### src/rtl/hamming_pkg.sv
// Hamming(15,11) shared definitions: widths, bit-position maps and the
// reference encode/syndrome functions used by both encoder and decoder.
package hamming_pkg;

   localparam int HAM_DATA_W = 11;
   localparam int HAM_CODE_W = 15;
   localparam int HAM_PAR_W  = 4;

   localparam int HAM_PAR_IDX [HAM_PAR_W] = '{0, 1, 3, 7};
   localparam int HAM_DATA_IDX [HAM_DATA_W] =
      '{2, 4, 5, 6, 8, 9, 10, 11, 12, 13, 14};

   typedef logic [HAM_DATA_W-1:0] ham_data_t;
   typedef logic [HAM_CODE_W-1:0] ham_code_t;
   typedef logic [HAM_PAR_W-1:0]  ham_syn_t;

   // Index i is Hamming position i+1; parity k covers positions with bit k set.
   function automatic ham_code_t ham_encode(input ham_data_t d);
      ham_code_t c;
      logic      p;
      c = '0;
      for (int i = 0; i < HAM_DATA_W; i++)
         c[4'(HAM_DATA_IDX[i])] = d[4'(i)];
      for (int k = 0; k < HAM_PAR_W; k++) begin
         p = 1'b0;
         for (int j = 0; j < HAM_CODE_W; j++)
            if ((((j + 1) >> k) & 1) == 1)
               p = p ^ c[4'(j)];
         c[4'(HAM_PAR_IDX[k])] = p;
      end
      return c;
   endfunction

   function automatic ham_syn_t ham_syndrome(input ham_code_t c);
      ham_syn_t s;
      s = '0;
      for (int j = 0; j < HAM_CODE_W; j++)
         if (c[4'(j)])
            s = s ^ 4'(j + 1);
      return s;
   endfunction

endpackage

### src/rtl/hamming_enc_stream_if.sv
// Valid/ready bundle for the encoder: 11-bit data in, 15-bit codeword out.
// master drives data and downstream ready; slave is the encoder side.
interface hamming_enc_stream_if;
   import hamming_pkg::*;

   logic      in_valid;
   logic      in_ready;
   ham_data_t in_data;
   logic      out_valid;
   logic      out_ready;
   ham_code_t out_code;

   modport master (
      output in_valid, in_data, out_ready,
      input  in_ready, out_valid, out_code
   );

   modport slave (
      input  in_valid, in_data, out_ready,
      output in_ready, out_valid, out_code
   );

endinterface

### src/rtl/hamming_enc_core.sv
// Combinational Hamming(15,11) encoder in the decoder's bit layout.
module hamming_enc_core
   import hamming_pkg::*;
(
   input  ham_data_t data,
   output ham_code_t code
);

   assign code = ham_encode(data);

endmodule

### src/rtl/hamming_enc_stream.sv
// Streaming Hamming(15,11) encoder with a 2-entry output FIFO.
// Optional single-bit error injection under HAMMING_ERR_INJECT_EN.
module hamming_enc_stream
   import hamming_pkg::*;
#(
   parameter int DEPTH = 2,
   parameter int CNT_W = 16
) (
   input  logic             clk,
   input  logic             rst_n,
   hamming_enc_stream_if.slave bus,
`ifdef HAMMING_ERR_INJECT_EN
   input  logic             inj_en,
   input  logic [3:0]       inj_pos,
`endif
   output logic [CNT_W-1:0] word_cnt
);

   localparam logic [1:0] FULL = 2'(DEPTH);

   ham_code_t  enc_code;
   ham_code_t  wr_code;
   ham_code_t  head_q;
   ham_code_t  tail_q;
   logic [1:0] count_q;
   logic       push;
   logic       pop;

   hamming_enc_core u_core (
      .data (bus.in_data),
      .code (enc_code)
   );

`ifdef HAMMING_ERR_INJECT_EN
   ham_code_t flip;

   always_comb begin
      flip = '0;
      if (inj_en && inj_pos != 4'hF)
         flip[inj_pos] = 1'b1;
   end

   assign wr_code = enc_code ^ flip;
`else
   assign wr_code = enc_code;
`endif

   // Handshake flags come only from registered count.
   assign bus.in_ready  = (count_q != FULL);
   assign bus.out_valid = (count_q != 2'd0);
   assign bus.out_code  = head_q;

   assign push = bus.in_valid && bus.in_ready;
   assign pop  = bus.out_valid && bus.out_ready;

   always_ff @(posedge clk) begin
      if (!rst_n) begin
         count_q  <= 2'd0;
         head_q   <= '0;
         tail_q   <= '0;
         word_cnt <= '0;
      end else begin
         if (pop)
            word_cnt <= word_cnt + CNT_W'(1);
         unique case (1'b1)
            // Push+pop only occurs at count 1: new word replaces head.
            (push && pop): begin
               head_q <= wr_code;
            end
            (push && !pop): begin
               if (count_q == 2'd0)
                  head_q <= wr_code;
               else
                  tail_q <= wr_code;
               count_q <= count_q + 2'd1;
            end
            (!push && pop): begin
               head_q  <= tail_q;
               count_q <= count_q - 2'd1;
            end
            default: begin
            end
         endcase
      end
   end

endmodule
### src/flat_wrapper.sv
// flat-port wrapper written by rule: the top's interface ports become plain ports
module hamming_enc_stream_flat import hamming_pkg::*;
#(
   parameter int DEPTH = 2,
   parameter int CNT_W = 16
)
  (clk, rst_n, word_cnt, bus_in_valid, bus_in_data, bus_out_ready, bus_in_ready, bus_out_valid, bus_out_code);
  hamming_enc_stream_if bus_i ();
  input  logic clk;
  input  logic rst_n;
  output logic [CNT_W-1:0] word_cnt;
  input wire logic [$bits(bus_i.in_valid)-1:0] bus_in_valid;
  input wire logic [$bits(bus_i.in_data)-1:0] bus_in_data;
  input wire logic [$bits(bus_i.out_ready)-1:0] bus_out_ready;
  output wire logic [$bits(bus_i.in_ready)-1:0] bus_in_ready;
  output wire logic [$bits(bus_i.out_valid)-1:0] bus_out_valid;
  output wire logic [$bits(bus_i.out_code)-1:0] bus_out_code;
  assign bus_i.in_valid = bus_in_valid;
  assign bus_i.in_data = bus_in_data;
  assign bus_i.out_ready = bus_out_ready;
  assign bus_in_ready = bus_i.in_ready;
  assign bus_out_valid = bus_i.out_valid;
  assign bus_out_code = bus_i.out_code;
  hamming_enc_stream #(.DEPTH(DEPTH), .CNT_W(CNT_W)) u_core (.clk(clk), .rst_n(rst_n), .bus(bus_i), .word_cnt(word_cnt));
endmodule
### config.mk
export PLATFORM = sky130hd
export DESIGN_NAME = hamming_enc_stream_flat
export DESIGN_NICKNAME = d
export VERILOG_FILES = /design/src/rtl/hamming_pkg.sv /design/src/rtl/hamming_enc_stream_if.sv /design/src/rtl/hamming_enc_core.sv /design/src/rtl/hamming_enc_stream.sv /design/src/flat_wrapper.sv
export SDC_FILE = /design/constraint.sdc
export NUM_CORES = 1
export LEC_CHECK = 0
export BUFFER_PORTS_ARGS = -buffer_cell sky130_fd_sc_hd__buf_2
export CAP_MARGIN = 30
export CELL_PAD_IN_SITES_DETAIL_PLACEMENT = 2
export CELL_PAD_IN_SITES_GLOBAL_PLACEMENT = 2
export CORE_AREA = 2 2 91 67
export CTS_BUF_LIST = sky130_fd_sc_hd__clkbuf_4
export DETAILED_ROUTE_END_ITERATION = 8
export DIE_AREA = 0 0 93 69
export GPL_ROUTABILITY_DRIVEN = 0
export PLACE_DENSITY_LB_ADDON = 0.1
export SYNTH_ARGS = -nofsm -noshare
export SYNTH_HDL_FRONTEND = slang
export SYNTH_SLANG_ARGS = --single-unit
### constraint.sdc
create_clock -name clk -period 3.9 [get_ports clk]
set_clock_uncertainty 0.1 [all_clocks]
set_input_delay 0.78 -clock clk [delete_from_list [all_inputs] [get_ports clk]]
set_output_delay 0.78 -clock clk [all_outputs]
set_load 0.005 [all_outputs]
==> run summary <==
- 1330 sq um — post-synthesis cell area
- 26 — Seq cells post-synth
- 6420 sq um — die outline area
- 244 — number of standard cells in the layout, taps in and fillers out
- 0 — diode count
- 0 — hold bufs inserted after CTS
- 55.1% — Final Cycle Share
- 0.578 ns — actual slew at the worst max-slew pin
- 1.75 ns — Setup WS post-layout
- 0 — remaining antenna violation count
- 240 — cell count after placement
- 2 — largest buffer count on any clock path
- 0% — fraction of registers with async set/reset
- 5530 sq um — total core area
- 29 — pin count of the biggest net entering global routing
- 5600 microns — wire length of the first global-routing pass
- 26 — CTS sink count
- 1530 sq um — Final Instance Area
- 0.14 ns — Worst-path clk slew
- dfxtp_1 — cell at the slowest stage of the critical path
- 93 microns — horizontal extent of the die
- 0.465 GHz — top achievable clock speed
- 69 microns — Die Y-Extent
- or2_2 > buf_2 — critical path cell sequence
- dfxtp_1, mux2i_1, buf_4, and2_1, xor2_1 — Area contributors post-synth
- 0.757 nW — LEAKAGE
- 14.9% — Syn-to-layout area delta
- 0 — postcts setup bufs
- 13.6 microns — wire per inst
- 1.54 ns — worst slack at placement
- 1034 — detailed-route via count
- 0.33 ns — latest clock arrival within the worst-skew pair
- primary output — category of the worst setup path capture point
- 2580 microns — HPWL reported at the end of detailed placement
- 648 — count of filler cells inserted in the layout
- 3.02 ns — critical path required time
- reg2out — crit path kind
- 458 nW/um^2 — cell area power density
- 0 — number of warning messages in the yosys log
- 1116 — via count of the first global-routing pass
- dfxtp_1 — library cell with the largest summed area after synthesis
- 31 — DRC violation total after the first TritonRoute iteration
- 0 — final setup violation count
- reg2reg — type of the worst min-delay path
- dfxtp_1, and2_1, nand2_1, buf_4, mux2i_1 — most instantiated cells after synthesis
- 39.1% — area share of the largest cell type after synthesis
- 21.9% — share of cells above drive strength 1
- 28 — number of distinct library cells after synthesis
- 4.24 — average vias per placed instance
- 9.38 sq um — Mapped Avg Cell Area
- clkbuf_4 — clock root buffer master
- 188 — final net count
- 61.4% — relative slew slack
- 1 — H-tree depth
- 7 — critical path peak fanout
- 0 — final global-route overflow total
- built — CTS tree
- 0.702 mW — PnR Total Power
- 3320 microns — Post-Route WL
- dfxtp_1 — commonest register cell after synthesis
- 0 ns — Setup TNS Final
- 0.44 ns — Largest stage delay, worst path
- 0 — Max Transition Viols Final
- 23 — standard-cell row count
- 48 — count of pins on the block boundary
- 27.7% — core utilization of the finished layout
- 2.15 ns — final worst path period need
- 0 — number of design rule violations left after detail routing
- 0 — CTS resizes
- 109 uV — maximum vdd drop
- dfxtp_1 — most common cell in the synthesized netlist
- flop — startpoint class of the critical path
- 0.391 ns — Hold Worst Slack
- false — RSZ-0062 raised after global routing
- 24.1% — starting density of the core
- 0 — antenna violations before repair
- 142 — instance count of the mapped netlist
- 3 — total clock buffers created by CTS
- 0 — max-cap viol count
- 29 — port bufs
- 39.1% — proportion of synthesized chip area in sequential cells
- 0 — number of flops mapped to enable cells by yosys
- 10.8% — total global routing track utilization
- 1.27 ns — Crit path arrival time
- 3 — number of iterations in the first detailed-routing pass
- 1500 sq um — Placement Cell Area
- finished, final reports clean — run status
- 0 — final hold violation count
==> layout by cell type, fill, tap and decap left out <==
cell type,count
buf_2,29
dfxtp_1,26
nand2_1,12
and2_1,12
mux2i_1,11
conb_1,11
xor2_1,7
xnor2_1,6
inv_1,5
nand3_1,5
nor2b_1,5
o211a_1,4
nor4_1,4
nand2b_1,3
nand4_1,3
o21ai_0,3
or3_1,3
a21boi_0,3
nor3_1,3
ha_1,3
clkbuf_4,3
o21ai_2,2
or2_2,1
o211ai_2,1
nor4_4,1
and3_1,1
o2111ai_1,1
clkinv_1,1
==> flip-flops by register name, summed over array words and instances, names as in the netlist <==
signal               cells
u_core.count_q           2
u_core.bus.out_code      4
u_core.word_cnt         16
u_core.tail_q            4
==> power by group <==
group	internal (mW)	leakage, nW	switching (mW)	total [mW]
logic	0.113	0.530	0.117	0.229
clock network	0.0376	0.0154	0.0839	0.121
registers	0.306	0.211	0.0451	0.351
==> final timing paths <==
path         depth (start not counted)                              from  slack (ns)                                to
max                                  2    u_core.count_q[0]$_SDFFE_PN0P_        1.75                     bus_out_valid
min                                  2  u_core.word_cnt[15]$_SDFFE_PN0P_        0.39  u_core.word_cnt[15]$_SDFFE_PN0P_
max reg2reg                          6    u_core.count_q[0]$_SDFFE_PN0P_        1.88    u_core.count_q[1]$_SDFFE_PN0P_
min reg2reg                          2  u_core.word_cnt[15]$_SDFFE_PN0P_        0.39  u_core.word_cnt[15]$_SDFFE_PN0P_
==> metal layers <==
layer  share of wire [%]  global-route usage [%]  vias to the layer above
met4                0.57                    1.96                        0
met3                 6.0                    3.39                        2
met2                  42                    17.0                       27
met5                   0                       0                        -
met1                  51                    14.7                      489
li1                    -                       -                      516
==> worst max-delay path: cells and delay by family, from the launching register on <==
family,cells,cell delay [ns]
buffers and inverters,1,0.14
and+or+nand+nor,1,0.37
DFF,1,0.44
==> layout make-up <==
class | instances | area, sq um | share of cell area [%]
clock inverter | 1 | 3.75 | 0.245
sequential | 26 | 520 | 34.0
clock buffer | 3 | 22.5 | 1.47
tap | 75 | 93.8 | 6.13
timing repair buffer | 29 | 145 | 9.48
inverter | 5 | 18.8 | 1.23
multi-input combinational | 105 | 726 | 47.4
==> cells by family after synthesis <==
logic type	count (synthesis)	share of synthesized area, %
xor+xnor	13	8.55
compound gates	14	8.74
mux	11	8.27
simple gates	53	23.0
buf+inv	21	9.21
flops	26	39.1
other cells	1	0.282
fa+ha+maj	3	2.82
Power figures use the tool's default switching activity.
